===== config.mk =====
export PLATFORM = sky130hd
export DESIGN_NAME = jt89_att_sched_flat
export DESIGN_NICKNAME = d
export VERILOG_FILES = /design/src/rtl/jt89_att_sched_if.sv /design/src/rtl/jt89_att_sched.sv /design/src/flat_wrapper.sv
export SDC_FILE = /design/constraint.sdc
export NUM_CORES = 1
export LEC_CHECK = 0
export ABC_AREA = 1
export BUFFER_PORTS_ARGS = -buffer_cell sky130_fd_sc_hd__buf_2
export CELL_PAD_IN_SITES_DETAIL_PLACEMENT = 1
export CELL_PAD_IN_SITES_GLOBAL_PLACEMENT = 1
export CORE_ASPECT_RATIO = 0.9
export CORE_MARGIN = 3
export CORE_UTILIZATION = 39
export CTS_BUF_LIST = sky130_fd_sc_hd__clkbuf_8
export DETAILED_ROUTE_END_ITERATION = 10
export PLACE_DENSITY = 0.78
export SYNTH_ARGS = -nofsm -noshare
export SYNTH_HDL_FRONTEND = slang
export SYNTH_SLANG_ARGS = --single-unit
export TNS_END_PERCENT = 50

===== constraint.sdc =====
create_clock -name clk -period 3 [get_ports clk]
set_clock_uncertainty 0.2 [all_clocks]
set_input_delay 0.45 -clock clk [delete_from_list [all_inputs] [get_ports clk]]
set_output_delay 0.45 -clock clk [all_outputs]
set_load 0.03 [all_outputs]

===== src/rtl/jt89_att_sched_if.sv =====
// jt89_att_sched_if: sample/level bundle between the attenuation scheduler and its host (mute_i with JT89_ATT_MUTE_EN)
interface jt89_att_sched_if;
  logic        cen;
  logic [3:0]  bit_i;
  logic [15:0] vol_i;
`ifdef JT89_ATT_MUTE_EN
  logic [3:0]  mute_i;
`endif
  logic [8:0]  ch0;
  logic [8:0]  ch1;
  logic [8:0]  ch2;
  logic [8:0]  noise;
  logic        frame;
  logic        busy;
  logic        overrun;
`ifdef JT89_ATT_MUTE_EN
  modport master(output cen, bit_i, vol_i, mute_i, input ch0, ch1, ch2, noise, frame, busy, overrun);
  modport slave(input cen, bit_i, vol_i, mute_i, output ch0, ch1, ch2, noise, frame, busy, overrun);
`else
  modport master(output cen, bit_i, vol_i, input ch0, ch1, ch2, noise, frame, busy, overrun);
  modport slave(input cen, bit_i, vol_i, output ch0, ch1, ch2, noise, frame, busy, overrun);
`endif
endinterface


===== src/rtl/jt89_att_sched.sv =====
// jt89_att_sched: one shared attenuation ROM swept over ch0/ch1/ch2/noise per cen (JT89_ATT_MUTE_EN adds mute_i)
module jt89_att_sched (
  input logic clk,
  input logic rst,
  jt89_att_sched_if.slave bus
);
  localparam logic [2:0] IDLE = 3'd0, S0 = 3'd1, S1 = 3'd2, S2 = 3'd3, S3 = 3'd4, DONE = 3'd5;
  localparam logic [8:0] ROM [16] = '{9'd511, 9'd406, 9'd322, 9'd256, 9'd203, 9'd162, 9'd128, 9'd102,
                                      9'd81, 9'd64, 9'd51, 9'd41, 9'd32, 9'd26, 9'd20, 9'd0};
  logic [2:0] st;
  logic       pending;
  logic       pipe_vld;
  logic [1:0] pipe_idx;
  logic [8:0] pipe;
  logic [1:0] k;
  logic [3:0] vol_k;
  logic       on_k;
  logic       capture;
  always_comb begin
    k = 2'(st - S0);
    vol_k = bus.vol_i[k*4 +: 4];
`ifdef JT89_ATT_MUTE_EN
    on_k = bus.bit_i[k] & ~bus.mute_i[k];
`else
    on_k = bus.bit_i[k];
`endif
    capture = st != IDLE && st != DONE;
  end
  assign bus.busy = st != IDLE;
  always_ff @(posedge clk) begin
    if (rst) begin
      st <= IDLE;
      pending <= 1'b0;
      pipe_vld <= 1'b0;
      pipe_idx <= 2'd0;
      pipe <= 9'd0;
      bus.ch0 <= 9'd0;
      bus.ch1 <= 9'd0;
      bus.ch2 <= 9'd0;
      bus.noise <= 9'd0;
      bus.frame <= 1'b0;
      bus.overrun <= 1'b0;
    end else begin
      st <= st == IDLE ? ((bus.cen || pending) ? S0 : IDLE) : st == DONE ? IDLE : st + 3'd1;
      // a cen during a sweep (DONE included) is queued once; a second one is dropped
      if (st == IDLE) pending <= 1'b0;
      else if (bus.cen && !pending) pending <= 1'b1;
      else if (bus.cen) bus.overrun <= 1'b1;
      pipe_vld <= capture;
      if (capture) begin
        pipe <= on_k ? ROM[vol_k] : 9'd0;
        pipe_idx <= k;
      end
      bus.ch0 <= (pipe_vld && pipe_idx == 2'd0) ? pipe : bus.ch0;
      bus.ch1 <= (pipe_vld && pipe_idx == 2'd1) ? pipe : bus.ch1;
      bus.ch2 <= (pipe_vld && pipe_idx == 2'd2) ? pipe : bus.ch2;
      bus.noise <= (pipe_vld && pipe_idx == 2'd3) ? pipe : bus.noise;
      bus.frame <= st == DONE;
    end
  end
endmodule

===== src/flat_wrapper.sv =====
// flat-port wrapper written by rule: the top's interface ports become plain ports
module jt89_att_sched_flat 
  (clk, rst, bus_cen, bus_bit_i, bus_vol_i, bus_ch0, bus_ch1, bus_ch2, bus_noise, bus_frame, bus_busy, bus_overrun);
  jt89_att_sched_if bus_i ();
  input logic clk;
  input logic rst;
  input wire logic [$bits(bus_i.cen)-1:0] bus_cen;
  input wire logic [$bits(bus_i.bit_i)-1:0] bus_bit_i;
  input wire logic [$bits(bus_i.vol_i)-1:0] bus_vol_i;
  output wire logic [$bits(bus_i.ch0)-1:0] bus_ch0;
  output wire logic [$bits(bus_i.ch1)-1:0] bus_ch1;
  output wire logic [$bits(bus_i.ch2)-1:0] bus_ch2;
  output wire logic [$bits(bus_i.noise)-1:0] bus_noise;
  output wire logic [$bits(bus_i.frame)-1:0] bus_frame;
  output wire logic [$bits(bus_i.busy)-1:0] bus_busy;
  output wire logic [$bits(bus_i.overrun)-1:0] bus_overrun;
  assign bus_i.cen = bus_cen;
  assign bus_i.bit_i = bus_bit_i;
  assign bus_i.vol_i = bus_vol_i;
  assign bus_ch0 = bus_i.ch0;
  assign bus_ch1 = bus_i.ch1;
  assign bus_ch2 = bus_i.ch2;
  assign bus_noise = bus_i.noise;
  assign bus_frame = bus_i.frame;
  assign bus_busy = bus_i.busy;
  assign bus_overrun = bus_i.overrun;
  jt89_att_sched u_core (.clk(clk), .rst(rst), .bus(bus_i));
endmodule

==> reports/metrics.cfg <==
[clock_network]
clkTransAtPathRegs_ns=0.10
root_buffer=clkbuf_8
hold_buffers=0
cts_setup_buffers=0
cts_sinks=54
tritoncts=built
cts_max_path_buffers=2
h-tree-depth=2
clock_latency_ns=0.31
cts_resized=0
cts_inserted_buffers=5

[critical_path]
required_ns=2.97
slowest_stage=ha_1
arrival_ns=2.41
cp_common_cell=nand2_1
crit_chain=inv_2 -> ha_1 -> inv_4 -> nand3_1 -> nand2_2 -> inv_1 -> ha_1 -> nor2_1 -> nand2_1 -> nand2_1 -> nand2_1 -> nand2_1 -> a21oi_1
critical_path.max_stage_delay_ns=0.46
worstPathMaxFanout=12
crit_path_end_kind=flop
start_kind=flop
worstSetupPathType=reg2reg

[sta]
clock.fmax_mhz=408
worst_slack_ns=0.552
drv_slew=0
hold_ws_ns=0.223
hold_violations=0
rsz0062_at_grt=no
slew_headroom_pct=45.5
setup_viol=0
layout_min_cycle_time_ns=2.45
tightest_slew_ns=0.817
period_share_pct=81.6
setup_tns_ns=0

[placement]
portBuffers=61
place_area_um2=2860
place_ws_ns=0.586
gp_congestion=0.866
hpwl_um=5050

[drt]
drtIter0Drc=108
routedWlPerCell_um=14.2
drc=0
routed_via_density=4.87
vias=2387
drt_first_pass_iters=4
detail-route-antenna-nets=0
wirelength_um=6950

[grt]
grt_pass1_wl_um=11400
grt_overflow_total=0
antenna_found_initial=0
met3_usage_pct=3.62
met1_usage_pct=26.0
grt_max_degree=31
grt_use_total_pct=19.3
grt_pass1_vias=2409
use_met2_pct=32.3
grt_busiest_layer=met2

[final_layout]
layout-area-overhead-vs-synth_pct=17.4
fin_util_pct=47.7
layout.cells.most_common=nand2_1
layout_common_cells=79 x nand2_1, 64 x nor2_1, 61 x buf_2
post-route-cell-area_um2=2950
final_nets=436
antennaDiodeCount=0
drive_gt1_share_pct=23.1

[synth]
ys.flop_type=dfxtp_1
async_reset_ff_share_pct=0
ys_types=28
synth_edf_count=0
syn_area_um2=2510
synth_seq_cells=54
yosys_warnings=0
netlist_instances=345
synth_nets=379
ys_seq_area_share_pct=43.1
syn_avg_cell_area_um2=7.28

[job]
maxCapViolCount=0

[floorplan]
die_h_um=82.1
dieWidth_um=90.6
row_count=27
start_util_pct=40.6
fp.coreArea_um2=6180
die-area_um2=7440
io_pins=62

[worst_hold_path]
hold_class=in2reg

[pwr]
p_leak_nw=1.50
powerDensity_nw_per_um2=602
ir_drop_mv=0.371

[outcome]
status=complete, no violations

## area by class of cell
class                      instances  area, um^2
tap                               87         109
fill                             817        3230
clock inverter                     3        17.5
sequential                        54        1080
inverter                          26         103
clock buffer                       5        68.8
multi-input combinational        253        1260
timing repair buffer              62         313
## where the power goes
| group | total (mW) | switching, mW | internal [mW] | leakage, nW |
|---|---|---|---|---|
| clock | 0.400 | 0.238 | 0.162 | 0.0493 |
| sequential | 0.832 | 0.0639 | 0.768 | 0.438 |
| combinational | 0.542 | 0.375 | 0.167 | 1.01 |
## critical path: cells and delay by family (launching register included)
family,cells,cell delay [ns]
flip-flops,1,0.35
buffers and inverters,3,0.40
AND/OR/NAND/NOR,7,0.59
adder cells (fa/ha/maj),2,0.70
AO/OA/AOI/OAI,1,0.06
## final timing paths
check | slack (ns) | end | start | depth (start not counted)
setup / recovery | 0.55 | u_core.pipe[4]$_SDFFE_PP0P_ | u_core.st[0]$_SDFF_PP0_ | 13
hold / removal | 0.22 | u_core.bus.overrun$_SDFFE_PP0P_ | bus_cen | 3
setup reg to reg | 0.55 | u_core.pipe[4]$_SDFFE_PP0P_ | u_core.st[0]$_SDFF_PP0_ | 13
hold reg to reg | 0.27 | u_core.bus.noise[8]$_SDFFE_PP0P_ | u_core.bus.noise[8]$_SDFFE_PP0P_ | 2
## synth_stat cells, types with 2 or more instances
library cell / instances / area, um^2
a21oi_1: 21 / 105
a21oi_2: 2 / 17.5
buf_2: 2 / 10.0
buf_6: 3 / 33.8
clkbuf_1: 6 / 22.5
clkinv_1: 2 / 7.51
dfxtp_1: 54 / 1080
ha_1: 11 / 138
inv_1: 17 / 63.8
inv_2: 5 / 18.8
inv_4: 2 / 12.5
nand2_1: 79 / 297
nand2_2: 6 / 37.5
nand3_1: 24 / 120
nand3_2: 3 / 30.0
nor2_1: 64 / 240
nor3_1: 2 / 10.0
nor3_4: 2 / 32.5
o21ai_0: 31 / 155
## cell families (layout without fill, tap and decap cells)
group | Yosys count | count (layout) | share of synthesized area (%)
DFF | 54 | 54 | 43.1
adders and majority gates | 11 | 11 | 5.48
buffers and inverters | 38 | 96 | 6.88
AOI/OAI and AO/OA | 56 | 56 | 11.5
and+or+nand+nor | 185 | 185 | 32.7
xor gates and xnor gates | 1 | 1 | 0.349
## per-layer routing
layer,routed length (um),share of wire (%)
met1,3480,50
met2,3200,46
met3,224,3.2
met4,47,0.68
met5,0,0
## sequential cells by signal (all words and copies together), names as in the netlist
name,count
u_core.bus.noise,9
u_core.pending,1
u_core.bus.overrun,1
u_core.pipe,9
u_core.pipe_vld,1
u_core.bus.ch0,9
u_core.st,3
u_core.bus.ch1,9
u_core.bus.ch2,9
u_core.bus.frame,1
u_core.pipe_idx,2
## stage by stage
step | cells | power [mW]
after floorplan | 345 | 1.25
after global placement | 482 | 1.37
after detailed placement | 482 | 1.39
after CTS | 490 | 1.79
after global routing | 490 | 1.90
final | 490 | 1.77
No activity file was read; power rests on OpenSTA's default activity.
